===== src/rtl/regex_cpu_memory_arbiter.sv =====
// rtl/regex_cpu_memory_arbiter.sv - round-robin share of one instruction RAM read port
//
// Purpose: arbitrates the fetch ports of N_CPU regex CPUs onto a single
// synchronous RAM read port. Issues at most one read per cycle, tracks reads in
// flight through the fixed RAM latency, and returns each word to its requester
// as a one-cycle ready pulse.
//
// Ports:
//   clk, rst            clock; asynchronous active-high reset
//   cpu_memory_valid    per-CPU fetch request, held until served
//   cpu_memory_addr     per-CPU fetch address, slot i at [i*W +: W]
//   cpu_memory_ready    per-CPU one-cycle response pulse (at most one high)
//   cpu_memory_data     returned word, broadcast, qualified by ready
//   ram_en, ram_addr    RAM read request
//   ram_data            RAM read data, RAM_LATENCY cycles after ram_en
//   outstanding         per-CPU granted-but-not-yet-transferred flag
//   busy                any CPU outstanding
module regex_cpu_memory_arbiter #(
  parameter int CPU_ID_BITS       = 2,
  parameter int MEMORY_WIDTH      = 16,
  parameter int MEMORY_ADDR_WIDTH = 11,
  parameter int RAM_LATENCY       = 1,
  localparam int N_CPU            = 2 ** CPU_ID_BITS
) (
  input  logic                                 clk,
  input  logic                                 rst,
  input  logic [N_CPU-1:0]                     cpu_memory_valid,
  input  logic [N_CPU*MEMORY_ADDR_WIDTH-1:0]   cpu_memory_addr,
  output logic [N_CPU-1:0]                     cpu_memory_ready,
  output logic [MEMORY_WIDTH-1:0]              cpu_memory_data,
  output logic                                 ram_en,
  output logic [MEMORY_ADDR_WIDTH-1:0]         ram_addr,
  input  logic [MEMORY_WIDTH-1:0]              ram_data,
  output logic [N_CPU-1:0]                     outstanding,
  output logic                                 busy
);

  localparam int AW = MEMORY_ADDR_WIDTH;

  logic [CPU_ID_BITS-1:0]                  last_grant_q, last_grant_d;
  logic [N_CPU-1:0]                        outstanding_q, outstanding_d;
  logic                                    ram_en_q, ram_en_d;
  logic [AW-1:0]                           ram_addr_q, ram_addr_d;
  logic [N_CPU-1:0]                        ready_q, ready_d;
  logic [MEMORY_WIDTH-1:0]                 data_q, data_d;
  // Stage 0 is written on the grant edge; stage RAM_LATENCY lines up with ram_data.
  logic [RAM_LATENCY:0]                    pipe_valid_q, pipe_valid_d;
  logic [RAM_LATENCY:0][CPU_ID_BITS-1:0]   pipe_id_q, pipe_id_d;

  logic [N_CPU-1:0]       eligible;
  logic                   grant_any;
  logic [CPU_ID_BITS-1:0] winner;
  logic [CPU_ID_BITS-1:0] idx;

  // Round-robin search from last_grant+1; the id arithmetic wraps naturally,
  // so the final candidate (k == N_CPU) is last_grant itself.
  always_comb begin
    eligible  = cpu_memory_valid & ~outstanding_q;
    grant_any = 1'b0;
    winner    = last_grant_q;
    idx       = '0;
    for (int k = 1; k <= N_CPU; k++) begin
      idx = last_grant_q + CPU_ID_BITS'(k);
      if (!grant_any && eligible[idx]) begin
        grant_any = 1'b1;
        winner    = idx;
      end
    end
  end

  always_comb begin
    last_grant_d  = last_grant_q;
    // A ready pulse now means the transfer happens on this edge.
    outstanding_d = outstanding_q & ~ready_q;
    ram_en_d      = grant_any;
    ram_addr_d    = ram_addr_q;
    pipe_valid_d  = {pipe_valid_q[RAM_LATENCY-1:0], grant_any};
    pipe_id_d     = {pipe_id_q[RAM_LATENCY-1:0], winner};
    ready_d       = '0;
    data_d        = data_q;

    if (grant_any) begin
      last_grant_d          = winner;
      outstanding_d[winner] = 1'b1;
      ram_addr_d            = cpu_memory_addr[int'(winner)*AW +: AW];
    end

    if (pipe_valid_q[RAM_LATENCY]) begin
      ready_d[pipe_id_q[RAM_LATENCY]] = 1'b1;
      data_d                          = ram_data;
    end
  end

  always_ff @(posedge clk or posedge rst) begin
    if (rst) begin
      last_grant_q  <= '1;
      outstanding_q <= '0;
      ram_en_q      <= 1'b0;
      ram_addr_q    <= '0;
      ready_q       <= '0;
      data_q        <= '0;
      pipe_valid_q  <= '0;
      pipe_id_q     <= '0;
    end else begin
      last_grant_q  <= last_grant_d;
      outstanding_q <= outstanding_d;
      ram_en_q      <= ram_en_d;
      ram_addr_q    <= ram_addr_d;
      ready_q       <= ready_d;
      data_q        <= data_d;
      pipe_valid_q  <= pipe_valid_d;
      pipe_id_q     <= pipe_id_d;
    end
  end

  assign cpu_memory_ready = ready_q;
  assign cpu_memory_data  = data_q;
  assign ram_en           = ram_en_q;
  assign ram_addr         = ram_addr_q;
  assign outstanding      = outstanding_q;
  assign busy             = |outstanding_q;

endmodule


===== config.mk =====
export PLATFORM = sky130hd
export DESIGN_NAME = regex_cpu_memory_arbiter
export DESIGN_NICKNAME = d
export VERILOG_FILES = /design/src/rtl/regex_cpu_memory_arbiter.sv
export SDC_FILE = /design/constraint.sdc
export NUM_CORES = 1
export LEC_CHECK = 0
export CORE_ASPECT_RATIO = 0.75
export CORE_MARGIN = 4
export CORE_UTILIZATION = 41
export CTS_BUF_LIST = sky130_fd_sc_hd__clkbuf_2 sky130_fd_sc_hd__clkbuf_4 sky130_fd_sc_hd__clkbuf_8
export DETAILED_ROUTE_END_ITERATION = 10
export PLACE_DENSITY_LB_ADDON = 0.12
export REMOVE_ABC_BUFFERS = 1
export SYNTH_ARGS = -nofsm -noshare
export SYNTH_HDL_FRONTEND = slang
export SYNTH_SLANG_ARGS = --single-unit
export TNS_END_PERCENT = 10

===== constraint.sdc =====
create_clock -name clk -period 2.1 [get_ports clk]
set_input_delay 0.63 -clock clk [delete_from_list [all_inputs] [get_ports clk]]
set_output_delay 0.63 -clock clk [all_outputs]
set_load 0.02 [all_outputs]

; ---- Word level (Yosys, flattened, before mapping)
; Index checks and enable logic that the tools add are counted.
[word_totals]
reg_bits = 44
latchBits = 0
mem_bits_rw = 0
rom_bits = 0
input_bits = 66
output_inout_bits = 37
word_cells = 58
n_memories = 0
[op_classes]
add_sub_neg = 3
multipliers = 1
div = 0
order_cmp = 8
eq_ne = 0
shifts = 1
muxes = 22
bitwise = 5
n_reduce_logical = 9
[op_table]
columns = op, count
row1 = $shiftx 44x7->11, 1
row2 = $lt 2x3->1 const B, 6
row3 = $mux 1, 10
row4 = $and 4x4->4, 2
row5 = $bmux 1 s2, 4
row6 = $mux 2, 4
row7 = $mux 4, 2
row8 = $not 4->4, 2
row9 = $mul 2x4->6 const B, 1
row10 = $logic_and 1x1->1, 5
row11 = $add 2x2->2 const B, 2
row12 = $demux 1 s2, 2
row13 = $ge 2x1->1 const B, 2
row14 = $or 4x4->4, 1
row15 = $reduce_or 4->1, 1
row16 = $logic_not 1->1, 3
row17 = $add 2x1->2 const B, 1

; ---- Depth between registers and ports, before layout
; Gate-level depths: netlist of run 1.
[depth]
depth_word = 20
depth_mapped = 7
mapped_depth_nobuf = 5

; ---- Least setup slack after synthesis of run 1
; Ideal clock, no wire load.
[synth_timing]
path_type = register -> output
start = register outstanding_q[1] (netlist: outstanding[1])
end = output busy
arrival_time_ns = 1.195
t_required_ns = 1.470
path_slack_ns = 0.275
stages_incl_launch_ff = 2
n_path_buf = 0
cell_sequence = dfrtp_1 > or4_1
[synth_between]
elab_chain_cells = 1
[synth_rtl]
columns = item, line
row1 = from (decl), 41  ; logic [N_CPU-1:0] outstanding_q, outstanding_d;
row2 = from (signal assigned), 106  ; outstanding_q <= outstanding_d;
row3 = $reduce_or 4->1, 121  ; assign busy = |outstanding_q;
row4 = to (decl), 35  ; output logic busy
; No other way between the ends.

; ---- Worst setup path after layout of run 1
[layout_timing]
start = input cpu_memory_valid[1]
end = register ram_addr_q[9] (netlist: ram_addr[9])
[layout_between]
elab_chain_cells = 15
elab_cells_between_ends = 25
classes_between = 1 x mul / 1 x shift / 16 x mux / 1 x bitwise / 6 x reduce/logical
[layout_rtl]
columns = item, line
row1 = from (decl), 27  ; input logic [N_CPU-1:0] cpu_memory_valid,
row2 = $and 4x4->4 *, 58  ; eligible = cpu_memory_valid & ~outstanding_q;
row3 = $bmux 1 s2, 64  ; if (!grant_any && eligible[idx]) begin
row4 = $mux 1 (implied by the code), 64
row5 = $mux 1, 64
row6 = $logic_not 1->1, 64
row7 = $logic_and 1x1->1, 64
row8 = $mux 1, 64
row9 = $logic_not 1->1, 64
row10 = $logic_and 1x1->1, 64
row11 = $mux 1, 64
row12 = $logic_not 1->1, 64
row13 = $logic_and 1x1->1, 64
row14 = $mux 2, 64
row15 = $mul 2x4->6, 85  ; ram_addr_d = cpu_memory_addr[int'(winner)*AW +: AW];
row16 = $shiftx 44x7->11, 85
row17 = to (signal assigned), 108  ; ram_addr_q <= ram_addr_d;
row18 = to (decl), 43  ; logic [AW-1:0] ram_addr_q, ram_addr_d;
; Every way passes the cells marked *; elsewhere a longest branch is shown, timed or not. The select of a mux whose other input is x is not followed.
; A chain may end at the register's enable or synchronous reset.

==> reports/results.txt, run 1 <==
status = complete, no violations
most frequent cells in the layout = clkdlybuf4s50_1 (100), dfrtp_1 (41), buf_4 (22)
area share of the largest cell type after synthesis = 50.6%
Routed Wire Length = 5740 um
Final Cell Area = 3400 um2
vias in the first global route = 1907
DP Wirelength = 4360 um
worst path bufs/invs = 4
Critical Path Fanout Max = 13
Row Count = 21
GRT Residual Overflow = 0
Critical-path top delay cell = clkdlybuf4s50_1
Initial Util = 43.8%
All-Layer GR Usage = 19.5%
largest net degree at the start of global routing = 20
initial antenna violation count = 0
Synth Register Bits = 43
first-iteration detailed-routing DRC count = 86
hold wc startpoint = pipe_id_d[2]$_DFF_PP0_
total number of vias = 1790
Sw Ratio = 38.3%
Synth warnings = 0
clock buffer depth = 2
Logic pwr share = 57.8%
Sw Pwr = 1.96 mW
n_diodes = 0
CTS tree = yes
pwr/cell area = 1500 nW/um2
fin worst setup slack = 12.2 ps
layout cells sized above 1 = 22.6%
DP Worst Slack = -660 ps
VDD IR max = 0.865 mV
WP data arrival = 2250 ps
crit-path cells = clkdlybuf4s50_1 -> buf_4 -> nor2b_4 -> buf_8 -> nor2_1 -> o31ai_2 -> buf_6 -> o221ai_1
final hold violation count = 0
GPL Wtd Cong = 0.950
Leakage Power = 1.44 nW
Hold Path Class = reg -> reg
f_max = 0.479 GHz
TritonRoute pass-1 iters = 4
Setup crit start kind = primary input
htree depth = 2
Cell Area, Placed = 3240 um2
Syn-to-layout area delta = 68.0%
Setup Skew = 3.08 ps
Worst-Margin Slew = 670 ps
area leader, netlist = dfrtp_1
Mapped Cells = 163
Die X = 89.2 um
Clk pwr share = 12.1%
leading cell type in the layout, fill and taps excluded = clkdlybuf4s50_1
cts bufs inserted = 5
Tcrit/Tclk final = 99.4%
post-synthesis async set-or-reset flop share = 100%
Die ar. = 6140 um2
Cell variety after synth = 39
core area = 4620 um2
Top delay family on crit path = buffers and inverters
max_cap viols = 0
syn avg cell area = 12.4 um2
RSZ-0062 raised after global routing = true
post-route ant nets = 0
Seq/Total Area, Yosys = 53.2%
DRC = 0
CTS clk-pin slew, worst paths = 70 ps
global-route wire length before repair = 8980 um
final critical-path required period = 2090 ps
Reg2Reg Launch Point = last_grant_q[0]$_DFFE_PP1N_
Max-slew headroom = 55.3%
clk sinks = 43
CP Capture Type = register
Final setup viols = 0
ranking of synthesized cells by area = dfrtp_1 (51%), mux2_2 (8.9%), mux2i_1 (5.4%)
drt wl/cell = 16.6 um
Post-synth EDFFs = 0
TNS Setup = 0 ps
max incr delay on CP = 470 ps
Seq pwr share = 30.2%
Ports = 103
clock latency at the later pin of the worst-skew pair = 290 ps
fin. max-slew vios = 0
DR vias/cell = 5.19
crit path from = cpu_memory_valid[1]
root buffer cell = clkbuf_8
critical path type = in -> reg
number of port buffers = 102
CP required = 2260 ps
Pint = 3.16 mW
Synth Flop Type = dfrtp_1
nets = 354
Post-Syn Area = 2030 um2
die height = 68.9 um
[cells in the mapped netlist, drive strengths merged (2+ instances only)]
library cell / n
o22ai: 3
nand2b: 5
nor2: 4
o211ai: 10
a211oi: 3
mux2: 16
dfstp: 2
a22oi: 12
dfrtp: 41
inv: 7
mux2i: 11
buf: 7
clkbuf: 3
nand2: 4
nand3: 10
nor3b: 3
o21ai: 4
a21boi: 2
nor3: 2
a21oi: 3
[metal layers]
layer	track usage, %	vias up	part of all wire (%)
li1	-	848	-
met1	24.0	844	41
met2	31.1	84	48
met3	6.89	14	8.7
met4	8.55	0	2.0
met5	0	-	0
[through the flow]
stage / std cells / hold WS [ps] / util [%] / power [mW]
finish: 345 / 362 / 73.6 / 5.12
global placement: 336 / 335 / 70.1 / 4.32
global route: 345 / 377 / 73.6 / 5.45
floorplan: 153 / 331 / - / 2.99
detailed placement: 336 / 343 / 70.1 / 4.38
CTS: 345 / 367 / 73.3 / 5.13
[power by group through the flow]
stage          Clock (mW)  Combinational [mW]  Sequential (mW)
2_1_floorplan           0                1.03             1.97
3_3_place_gp            0                2.79             1.53
3_5_place_dp            0                2.83             1.55
4_1_cts             0.642                2.94             1.54
5_1_grt             0.691                3.16             1.60
6_report            0.618                2.96             1.54
[registers in the layout, summed over array words and instances, names as in the netlist]
register	cells
pipe_id_d	2
last_grant_q	2
cpu_memory_ready	4
cpu_memory_data	16
outstanding	4
pipe_valid_q	2
ram_addr	11
pipe_id_q	2
[cell families (layout without fill, tap and decap cells)]
family / after synthesis / in the layout / share of synthesized area (%)
compound gates: 40 / 40 / 15.7
buf+inv: 17 / 142 / 4.81
flops: 43 / 43 / 53.2
simple gates: 36 / 36 / 11.9
mux: 27 / 27 / 14.3
[repair_timing]
| item | CTS | global route |
|---|---|---|
| hold buffers | 0 | 0 |
| buffers inserted | 2 | 0 |
| setup endpoints to repair | 14 | 14 |
| hold endpoints to repair | 0 | 0 |
| pin swaps | 1 | 0 |
| resized for setup | 6 | 6 |
[area by class of cell]
cell class              instances  area [um2]
repair buffers                128        1250
clock inverters                 1        30.0
fillers                       344        1220
well taps                      57        71.3
flip-flops and latches         43        1080
clock buffers                   6        76.3
multi-input cells             103         872
inverters                       7        26.3
[path summary, 6_finish.rpt]
check,endpoint,slack [ps],depth (start not counted)
max in group asynchronous,cpu_memory_data[11]$_DFFE_PP0P_,1040,3
worst max register to register,ram_addr[4]$_DFFE_PP0N_,270,7
min in group asynchronous,cpu_memory_data[10]$_DFFE_PP0P_,600,2
worst min-delay path,pipe_id_q[2]$_DFF_PP0_,360,0
worst max-delay path,ram_addr[9]$_DFFE_PP0N_,10,8
worst min register to register,pipe_id_q[2]$_DFF_PP0_,360,0
No activity file was read; power rests on OpenSTA's default activity.
==> run 2: changes to the inputs <==
--- a/config.mk
+++ b/config.mk
@@ -8,7 +8,8 @@
 export CORE_ASPECT_RATIO = 0.75
 export CORE_MARGIN = 4
-export CORE_UTILIZATION = 41
+export CORE_UTILIZATION = 44
 export CTS_BUF_LIST = sky130_fd_sc_hd__clkbuf_2 sky130_fd_sc_hd__clkbuf_4 sky130_fd_sc_hd__clkbuf_8
 export DETAILED_ROUTE_END_ITERATION = 10
+export GPL_TIMING_DRIVEN = 1
 export PLACE_DENSITY_LB_ADDON = 0.12
 export REMOVE_ABC_BUFFERS = 1
==> constraint.sdc (replaced) <==
create_clock -name clk -period 2.6 [get_ports clk]
set_input_delay 0.26 -clock clk [delete_from_list [all_inputs] [get_ports clk]]
set_output_delay 0.26 -clock clk [all_outputs]
set_load 0.02 [all_outputs]
==> run 2 against run 1 <==
Effect of this change:
- combinational power shrank 32%
- total power decreased by 27%
- core utilization is 2.7 points lower
- global-route usage shrank 0.78 points
- critical path depth shrank 6
- hold slack got worse by 4.7 ps
- sequential cell count unchanged
- critical path type is now reg -> out
- critical endpoint is now busy
==> reports/results.txt, run 2 (synthesis gave the netlist of run 1 again) <==
area of the multi-input gates = 851 um2
postcts setup bufs = 0
Die X = 86.4 um
drt wl/cell = 16.2 um
total number of vias = 1694
routed wl met3 = 416 um
Logic pwr share = 54.0%
VDD IR max = 0.649 mV
Critical-path top delay cell = or4_1
leading cell type in the layout, fill and taps excluded = clkdlybuf4s50_1
Die ar. = 5770 um2
worst path bufs/invs = 1
CTS tree = yes
Pint = 2.25 mW
DRC = 0
met2 WL = 2520 um
TNS Setup = 0 ps
Placed Cells incl. Taps = 316
global-route wire length before repair = 8450 um
Max-slew headroom = 38.1%
final core occ = 70.9%
cts bufs inserted = 5
crit-path cells = or4_1 -> clkdlybuf4s50_1
TritonRoute pass-1 iters = 4
GRT Residual Overflow = 0
DP Wirelength = 3970 um
WP data arrival = 1900 ps
htree depth = 2
Worst-Margin Slew = 929 ps
initial antenna violation count = 0
Syn-to-layout area delta = 56.2%
CP Capture Type = output port
Clk pwr share = 11.4%
GPL Wtd Cong = 0.849
Tcrit/Tclk final = 82.9%
Setup Skew = 8.82 ps
uppermost layer routed = met4
first-iteration detailed-routing DRC count = 67
die height = 66.8 um
fin. max-slew vios = 0
post-route met1 wirelength = 2290 um
Hold Path Class = reg -> reg
Filler Cells Inserted = 373
n_diodes = 0
RSZ-0062 raised after global routing = false
critical path type = reg -> out
All-Layer GR Usage = 18.7%
Final setup viols = 0
max reg flops = 16
clk sinks = 43
Sw Pwr = 1.50 mW
most frequent cells in the layout = clkdlybuf4s50_1 (102), dfrtp_1 (41), mux2_2 (16)
f_max = 0.464 GHz
status = complete, no violations
Row Count = 21
pwr/cell area = 1180 nW/um2
number of port buffers = 102
root buffer cell = clkbuf_8
Setup crit start kind = register
Seq pwr share = 34.6%
Ports = 103
Routed Wire Length = 5240 um
storage element area = 1080 um2
Hold Buf Count CTS = 0
vias in the first global route = 1786
final hold violation count = 0
CTS clk-pin slew, worst paths = 90 ps
Leakage Power = 1.30 nW
nets = 332
fin cells = 324
clock latency at the later pin of the worst-skew pair = 290 ps
layout cells sized above 1 = 15.0%
final critical-path required period = 2160 ps
max_cap viols = 0
core area = 4470 um2
CP required = 2340 ps
clock buffer depth = 2
largest net degree at the start of global routing = 44
DR vias/cell = 5.23
max incr delay on CP = 560 ps
Sw Ratio = 40.0%
Top delay family on crit path = simple AND/OR/NAND/NOR gates
post-route ant nets = 0
# resized after CTS = 0
Critical Path Fanout Max = 7
Initial Util = 45.4%
==> run 2: per-layer routing <==
metal	GRT usage (%)	up-vias
li1	-	805
met1	25.3	827
met2	29.6	60
met3	5.93	2
met4	3.70	0
met5	0	-
==> run 2: power by group through the flow <==
stage               logic, mW  registers [mW]  clock network [mW]
floorplan               0.828            1.59                   0
global placement         2.01            1.30                   0
detailed placement       2.04            1.31                   0
CTS                      2.05            1.30               0.438
global route             2.16            1.36               0.474
finish                   2.02            1.30               0.426
==> run 2: layout make-up <==
class / instances / share of cell area (%)
clock buffers: 6 / 2.41
clock inverters: 2 / 0.395
inverters: 7 / 0.830
multi-input cells: 103 / 26.9
flip-flops and latches: 43 / 34.1
well taps: 57 / 2.25
repair buffers: 106 / 33.2
==> run 2: worst paths after layout <==
check / to / startpoint / slack (ps) / cells past startpoint
setup / recovery: busy / outstanding[1]$_DFF_PP0_ / 440 / 2
hold / removal: pipe_id_q[2]$_DFF_PP0_ / pipe_id_d[2]$_DFF_PP0_ / 360 / 0
setup reg to reg: ram_addr[9]$_DFFE_PP0N_ / outstanding[2]$_DFF_PP0_ / 690 / 5
hold reg to reg: pipe_id_q[2]$_DFF_PP0_ / pipe_id_d[2]$_DFF_PP0_ / 360 / 0
max in group asynchronous: pipe_valid_q[1]$_DFF_PP0_ / rst / 1560 / 2
min in group asynchronous: outstanding[2]$_DFF_PP0_ / rst / 480 / 2
==> run 2: metrics by stage <==
| stage | setup WS (ps) | hold WS [ps] | total power, mW | area [um2] |
|---|---|---|---|---|
| floorplan | 680 | 331 | 2.42 | 1960 |
| global placement | 513 | 335 | 3.31 | 3080 |
| detailed placement | 446 | 337 | 3.35 | 3080 |
| CTS | 432 | 357 | 3.79 | 3170 |
| global route | 382 | 358 | 4.00 | 3170 |
| finish | 444 | 357 | 3.74 | 3170 |
